<file path="src/rtl/axis_arb_pkg.sv">
// Shared types and helpers for the frame-granular AXI-Stream arbiter.
package axis_arb_pkg;

  typedef enum logic {ARB_IDLE, ARB_LOCK} arb_state_e;

  // Upper bound on NUM_PORTS accepted by rr_pick.
  localparam int unsigned ARB_MAX_PORTS = 32;

  function automatic int unsigned arb_idx_w(int unsigned n);
    return (n > 1) ? $clog2(n) : 1;
  endfunction

  localparam int unsigned ARB_DEFAULT_IDX_W = arb_idx_w(4);

  // First requester at or after ptr, wrapping modulo n.
  function automatic int unsigned rr_pick(logic [ARB_MAX_PORTS-1:0] req,
                                          int unsigned ptr, int unsigned n);
    int unsigned pick;
    int unsigned idx;
    logic        found;
    pick  = ptr;
    found = 1'b0;
    for (int unsigned i = 0; i < n; i++) begin
      idx = ptr + i;
      if (idx >= n) idx = idx - n;
      if (!found && req[idx[4:0]]) begin
        pick  = idx;
        found = 1'b1;
      end
    end
    return pick;
  endfunction

endpackage

</file>
<file path="src/rtl/axis_skid_buffer.sv">
// Two-entry registered AXI-Stream slice; ready is a registered not-full flag.
module axis_skid_buffer #(
  parameter int unsigned WIDTH = 8
) (
  input  logic             clk,
  input  logic             rst,
  input  logic             in_valid_i,
  output logic             in_ready_o,
  input  logic [WIDTH-1:0] in_data_i,
  output logic             out_valid_o,
  input  logic             out_ready_i,
  output logic [WIDTH-1:0] out_data_o
);

  logic             out_valid_q, out_valid_d;
  logic             skid_valid_q, skid_valid_d;
  logic [WIDTH-1:0] out_data_q, out_data_d;
  logic [WIDTH-1:0] skid_data_q, skid_data_d;
  logic             in_fire;

  assign in_ready_o = ~skid_valid_q;
  assign in_fire    = in_valid_i & ~skid_valid_q;

  // The skid entry only fills while the output register is stalled, so it
  // always holds the older of any two buffered beats' successor.
  always_comb begin
    out_valid_d  = out_valid_q;
    out_data_d   = out_data_q;
    skid_valid_d = skid_valid_q;
    skid_data_d  = skid_data_q;
    if (!out_valid_q || out_ready_i) begin
      if (skid_valid_q) begin
        out_valid_d  = 1'b1;
        out_data_d   = skid_data_q;
        skid_valid_d = 1'b0;
      end else begin
        out_valid_d = in_fire;
        if (in_fire) out_data_d = in_data_i;
      end
    end else if (in_fire) begin
      skid_valid_d = 1'b1;
      skid_data_d  = in_data_i;
    end
  end

  always_ff @(posedge clk or posedge rst) begin
    if (rst) begin
      out_valid_q  <= 1'b0;
      skid_valid_q <= 1'b0;
      out_data_q   <= '0;
      skid_data_q  <= '0;
    end else begin
      out_valid_q  <= out_valid_d;
      skid_valid_q <= skid_valid_d;
      out_data_q   <= out_data_d;
      skid_data_q  <= skid_data_d;
    end
  end

  assign out_valid_o = out_valid_q;
  assign out_data_o  = out_data_q;

endmodule

</file>
<file path="src/rtl/axis_frame_arbiter.sv">
// N:1 round-robin AXI-Stream arbiter that locks the grant for a whole frame
// (released after tlast) and registers the output through a 2-entry skid buffer.
module axis_frame_arbiter
  import axis_arb_pkg::*;
#(
  parameter int unsigned NUM_PORTS  = 4,
  parameter int unsigned DATA_WIDTH = 8,
  parameter int unsigned USER_WIDTH = 1,
  parameter int unsigned DEST_WIDTH = 1,
  parameter int unsigned ID_WIDTH   = 1
) (
  input  logic                                clk,
  input  logic                                rst,
  input  logic [NUM_PORTS-1:0]                s_tvalid,
  output logic [NUM_PORTS-1:0]                s_tready,
  input  logic [NUM_PORTS*DATA_WIDTH-1:0]     s_tdata,
  input  logic [NUM_PORTS-1:0]                s_tlast,
  input  logic [NUM_PORTS*USER_WIDTH-1:0]     s_tuser,
  input  logic [NUM_PORTS*DATA_WIDTH/8-1:0]   s_tkeep,
  input  logic [NUM_PORTS*DATA_WIDTH/8-1:0]   s_tstrb,
  input  logic [NUM_PORTS*DEST_WIDTH-1:0]     s_tdest,
  input  logic [NUM_PORTS*ID_WIDTH-1:0]       s_tid,
  output logic                                m_tvalid,
  input  logic                                m_tready,
  output logic [DATA_WIDTH-1:0]               m_tdata,
  output logic                                m_tlast,
  output logic [USER_WIDTH-1:0]               m_tuser,
  output logic [DATA_WIDTH/8-1:0]             m_tkeep,
  output logic [DATA_WIDTH/8-1:0]             m_tstrb,
  output logic [DEST_WIDTH-1:0]               m_tdest,
  output logic [ID_WIDTH-1:0]                 m_tid,
  output logic                                grant_valid,
  output logic [arb_idx_w(NUM_PORTS)-1:0]     grant_idx
);

  localparam int unsigned IDX_W = arb_idx_w(NUM_PORTS);
  localparam int unsigned KW    = DATA_WIDTH / 8;
  localparam int unsigned BW    = 1 + USER_WIDTH + 2 * KW + DEST_WIDTH + ID_WIDTH + DATA_WIDTH;

  arb_state_e         state_q;
  logic               grant_valid_q;
  logic [IDX_W-1:0]   grant_idx_q;
  logic [IDX_W-1:0]   rr_ptr_q;

  logic               sel_valid;
  logic [BW-1:0]      sel_beat;
  logic               sel_last;
  logic               in_valid;
  logic               skid_ready;
  logic               accept;
  logic [BW-1:0]      out_beat;
  logic [ARB_MAX_PORTS-1:0] req_ext;

  assign req_ext = ARB_MAX_PORTS'(s_tvalid);

  // One-hot mux of the granted port into a single {last,user,keep,strb,dest,id,data} bundle.
  always_comb begin
    sel_valid = 1'b0;
    sel_beat  = '0;
    for (int unsigned p = 0; p < NUM_PORTS; p++) begin
      if (grant_idx_q == IDX_W'(p)) begin
        sel_valid = s_tvalid[p];
        sel_beat  = {s_tlast[p],
                     s_tuser[p*USER_WIDTH +: USER_WIDTH],
                     s_tkeep[p*KW +: KW],
                     s_tstrb[p*KW +: KW],
                     s_tdest[p*DEST_WIDTH +: DEST_WIDTH],
                     s_tid[p*ID_WIDTH +: ID_WIDTH],
                     s_tdata[p*DATA_WIDTH +: DATA_WIDTH]};
      end
    end
  end

  assign sel_last = sel_beat[BW-1];
  assign in_valid = (state_q == ARB_LOCK) & sel_valid;
  assign accept   = in_valid & skid_ready;

  always_comb begin
    s_tready = '0;
    for (int unsigned p = 0; p < NUM_PORTS; p++) begin
      if (state_q == ARB_LOCK && grant_idx_q == IDX_W'(p)) s_tready[p] = skid_ready;
    end
  end

  always_ff @(posedge clk or posedge rst) begin
    if (rst) begin
      state_q       <= ARB_IDLE;
      grant_valid_q <= 1'b0;
      grant_idx_q   <= '0;
      rr_ptr_q      <= '0;
    end else begin
      case (state_q)
        ARB_IDLE: begin
          if (|s_tvalid) begin
            state_q       <= ARB_LOCK;
            grant_valid_q <= 1'b1;
            grant_idx_q   <= IDX_W'(rr_pick(req_ext, 32'(rr_ptr_q), NUM_PORTS));
          end
        end
        ARB_LOCK: begin
          if (accept && sel_last) begin
            state_q       <= ARB_IDLE;
            grant_valid_q <= 1'b0;
            rr_ptr_q      <= (grant_idx_q == IDX_W'(NUM_PORTS - 1)) ? '0 : grant_idx_q + 1'b1;
          end
        end
        default: state_q <= ARB_IDLE;
      endcase
    end
  end

  axis_skid_buffer #(
    .WIDTH(BW)
  ) u_skid (
    .clk         (clk),
    .rst         (rst),
    .in_valid_i  (in_valid),
    .in_ready_o  (skid_ready),
    .in_data_i   (sel_beat),
    .out_valid_o (m_tvalid),
    .out_ready_i (m_tready),
    .out_data_o  (out_beat)
  );

  assign {m_tlast, m_tuser, m_tkeep, m_tstrb, m_tdest, m_tid, m_tdata} = out_beat;
  assign grant_valid = grant_valid_q;
  assign grant_idx   = grant_idx_q;

endmodule

</file>
<file path="config.mk">
export PLATFORM = sky130hd
export DESIGN_NAME = axis_frame_arbiter
export DESIGN_NICKNAME = d
export VERILOG_FILES = /design/src/rtl/axis_arb_pkg.sv /design/src/rtl/axis_skid_buffer.sv /design/src/rtl/axis_frame_arbiter.sv
export SDC_FILE = /design/constraint.sdc
export NUM_CORES = 1
export LEC_CHECK = 0
export CAP_MARGIN = 30
export CORE_MARGIN = 5
export CORE_UTILIZATION = 40
export DETAILED_ROUTE_END_ITERATION = 6
export PLACE_DENSITY = 0.8
export SLEW_MARGIN = 20
export SYNTH_ARGS = -nofsm -noshare
export SYNTH_HDL_FRONTEND = slang
export SYNTH_HIERARCHICAL = 1
export SYNTH_SLANG_ARGS = --single-unit
</file>
<file path="constraint.sdc">
create_clock -name clk -period 3.2 [get_ports clk]
set_input_delay 0.8 -clock clk [delete_from_list [all_inputs] [get_ports clk]]
set_output_delay 0.8 -clock clk [all_outputs]
set_load 0.03 [all_outputs]
</file>
==> flow_summary_export.csv <==
group,metric,value,unit
flow_run,cap_violations,0,
worst_setup_path,cp_top_family,"buffers and inverters",
die,ios,85,
die,core,0.00596,mm2
sta,relSlewSlack,66.7,%
worst_setup_path,critPathSlowestCell,"clkdlybuf4s50_1",
cells_and_area,multi_input_comb_area,0.00142,mm2
power,power_density,953,mW/mm2
route,drtIter0Drc,65,
logic_synthesis,ys_warn_count,6,
worst_setup_path,cp_max_fo,6,
clock_tree,cts_sinks,36,
worst_setup_path,path_depth,4,
worst_setup_path,arrival,1.96,ns
die,die_area,0.00784,mm2
sta,clock.fmax,0.362,GHz
logic_synthesis,avgSynthCellArea,10.3,um2
logic_synthesis,synthTopCellsByArea,"dfrtp_1 (36%), mux2_2 (17%), mux2_4 (6.7%)",
placement,dpl.cell_count,392,
logic_synthesis,synth_nets,310,
logic_synthesis,synthMuxAreaShare,24.9,%
global_routing,grt_first_pass_wirelength,10200,um
route,vias,2125,
logic_synthesis,synth_top_family_by_area,"multiplexers",
route,ant_nets,0,
cells_and_area,seq_area,901,um2
worst_setup_path,r2r_slack,0.59,ns
power,p_leak,0.00146,uW
logic_synthesis,yosys.cell_count.top_type,"mux2_2",
worst_setup_path,cp_slowest_stage_delay,0.67,ns
route,wirelength,6650,um
min_path,hold_path.startpoint,"grant_valid$_DFFE_PP0P_",
clock_tree,holdBufCountCts,0,
logic_synthesis,synth-xor-area-share,0,%
global_routing,first_global_vias,2111,
sta,fin_tns_setup,0,ns
cells_and_area,fill_cells,522,
sta,drv_slew,0,
logic_synthesis,synth_adder_area_share,4.05,%
worst_setup_path,cp.required,2.40,ns
sta,fin_skew,0.00986,ns
sta,fin_crit,2.76,ns
route,via_per_inst,5.31,
power,totalPowerFinal,3290,uW
global_routing,grt_antenna_before_repair,0,
cells_and_area,instances_no_fill,400,
placement,place.gp.congestion,0.842,
die,num_rows,28,
sta,rsz0062_at_grt,"false",
worst_setup_path,crit_buf_inv,2,
global_routing,overflow,0,
worst_setup_path,crit_end,"s_tready[1]",
worst_setup_path,rr_startpoint,"grant_idx[0]$_DFFE_PP0P_",
clock_tree,clockBufferDepth,2,
logic_synthesis,syn_area,0.00247,mm2
route,drc_errors,0,
cells_and_area,layout.nets,395,
die,die-height,88.6,um
placement,hpwl,5090,um
worst_setup_path,timing.rr.end,"u_skid/out_data_o[13]$_DFFE_PP0P_",
run_status,status,"completed",
logic_synthesis,yosys.area_share.simple,14.6,%
sta,timing.final.crit_share,86.3,%
logic_synthesis,ys_seq_elements,36,
route,routedWlPerCell,16.6,um
clock_tree,clk_latency,0.28,ns
global_routing,grt_max_degree,32,
sta,hold_viol,0,
global_routing,grt_usage,16.8,%
sta,setup_viol,0,
placement,portBuffers,84,
power,vdd_drop_max,0.000424,V
worst_setup_path,crit_path_start,"grant_idx[1]$_DFFE_PP0P_",
sta,worst_slew_pin_slew,0.500,ns
worst_setup_path,crit_chain,"inv_1 -> ha_1 -> and3_1 -> clkdlybuf4s50_1",
route,dr.pass1.iters,4,
die,initial_core_util,41.4,%
worst_setup_path,path_class,"reg -> out",
logic_synthesis,synth_top_area_cell,"dfrtp_1",
clock_tree,cts_setup_buffers,0,
cells_and_area,num_antenna_cells,0,
logic_synthesis,synth_ff_type,"dfrtp_1",
cells_and_area,areaGrowthSynthToFinish,39.9,%
logic_synthesis,ys_top_cells_by_count,"mux2_2 (38), dfrtp_1 (36), a21oi_1 (28)",
clock_tree,cts_buffers,5,
clock_tree,cts_resized,0,
logic_synthesis,yosysSeqAreaShare,36.5,%
worst_setup_path,ff2ff_path_depth,10,
clock_tree,path_clk_slew,0.07,ns
logic_synthesis,synth_compound_area_share,14.0,%
logic_synthesis,yosysTopAreaCellShare,36.5,%
clock_tree,cts_tree,"done",
worst_setup_path,end_kind,"primary output",
logic_synthesis,yosysUniqueCellTypes,37,
clock_tree,root_buffer,"clkbuf_8",
logic_synthesis,async_flop_share,100,%
logic_synthesis,syn_inst,239,
logic_synthesis,synth_edf_count,0,
die,die_w,88.6,um
sta,setup_slack,0.439,ns
placement,pre_cts_slack,0.348,ns
clock_tree,htreeDepth,2,
worst_setup_path,critPathLaunchType,"register",
cells_and_area,drive_gt1_share,22.2,%
min_path,hold_class,"reg -> reg",
[cell type report]
type / instances / area share, %
multi-input combinational: 179 / 41.2
timing repair buffer: 93 / 26.3
sequential: 36 / 26.1
tap: 75 / 2.72
clock buffer: 7 / 2.50
inverter: 9 / 0.978
clock inverter: 1 / 0.217
[state kept, by name (all words and copies together), names as in the netlist]
| signal | flops |
|---|---|
| u_skid/skid_valid_q | 1 |
| u_skid/skid_data_q | 14 |
| grant_idx | 2 |
| rr_ptr_q | 2 |
| grant_valid | 1 |
| state_q | 1 |
| u_skid/out_data_o | 14 |
| u_skid/out_valid_o | 1 |
[through the flow]
stage	area [um2]	util, %	hold slack [ns]
after floorplan	2470	-	0.475
after global placement	3360	56.4	0.475
after detailed placement	3360	56.4	0.466
after CTS	3450	58.0	0.497
after global routing	3450	58.0	0.509
final	3450	58.0	0.493
[per-layer routing]
| metal | vias up | share of wire, % | GRT usage (%) |
|---|---|---|---|
| li1 | 1025 | - | - |
| met1 | 1027 | 44 | 21.3 |
| met2 | 66 | 47 | 28.7 |
| met3 | 7 | 8.4 | 5.40 |
| met4 | 0 | 0.56 | 2.75 |
| met5 | - | 0 | 0 |
[how the worst min path moves through the flow]
| stage | end | slack [ns] | depth (start not counted) |
|---|---|---|---|
| global route | grant_valid$_DFFE_PP0P_ | 0.51 | 1 |
| global placement | grant_valid$_DFFE_PP0P_ | 0.48 | 1 |
| floorplan | u_skid/skid_data_q[0]$_DFFE_PP0P_ | 0.47 | 1 |
| CTS | grant_valid$_DFFE_PP0P_ | 0.50 | 1 |
| detailed placement | grant_valid$_DFFE_PP0P_ | 0.47 | 1 |
| finish | grant_valid$_DFFE_PP0P_ | 0.49 | 1 |
[where the power goes]
part | switching [uW] | internal (uW) | total, uW
clock network | 153 | 175 | 328
registers | 151 | 657 | 809
logic | 1080 | 1080 | 2160
[cell families after synthesis]
kind of cell,after synthesis
simple gates,62
compound gates,58
mux,51
flops,36
buf+inv,24
fa+ha+maj,8
[worst reg2reg max path, delay by kind of cell (launching register included)]
family | cells | cell delay, ns
buf+inv | 2 | 0.41
fa+ha+maj | 1 | 0.24
flops | 1 | 0.43
simple gates | 4 | 0.77
compound gates | 2 | 0.27
mux | 1 | 0.38
[layout by cell type (no fill, tap or decap), types with 9 or more instances in the layout]
master           Yosys  final
buf_4                0      9
inv_1                9      9
o21ai_0             13     13
a21oi_1             28     28
nand3b_1            11     11
nand2_1             26     26
dfrtp_1             36     36
mux2_2              38     38
clkdlybuf4s50_1      0     84
mux2_4              11     11
Power figures use the tool's default switching activity.
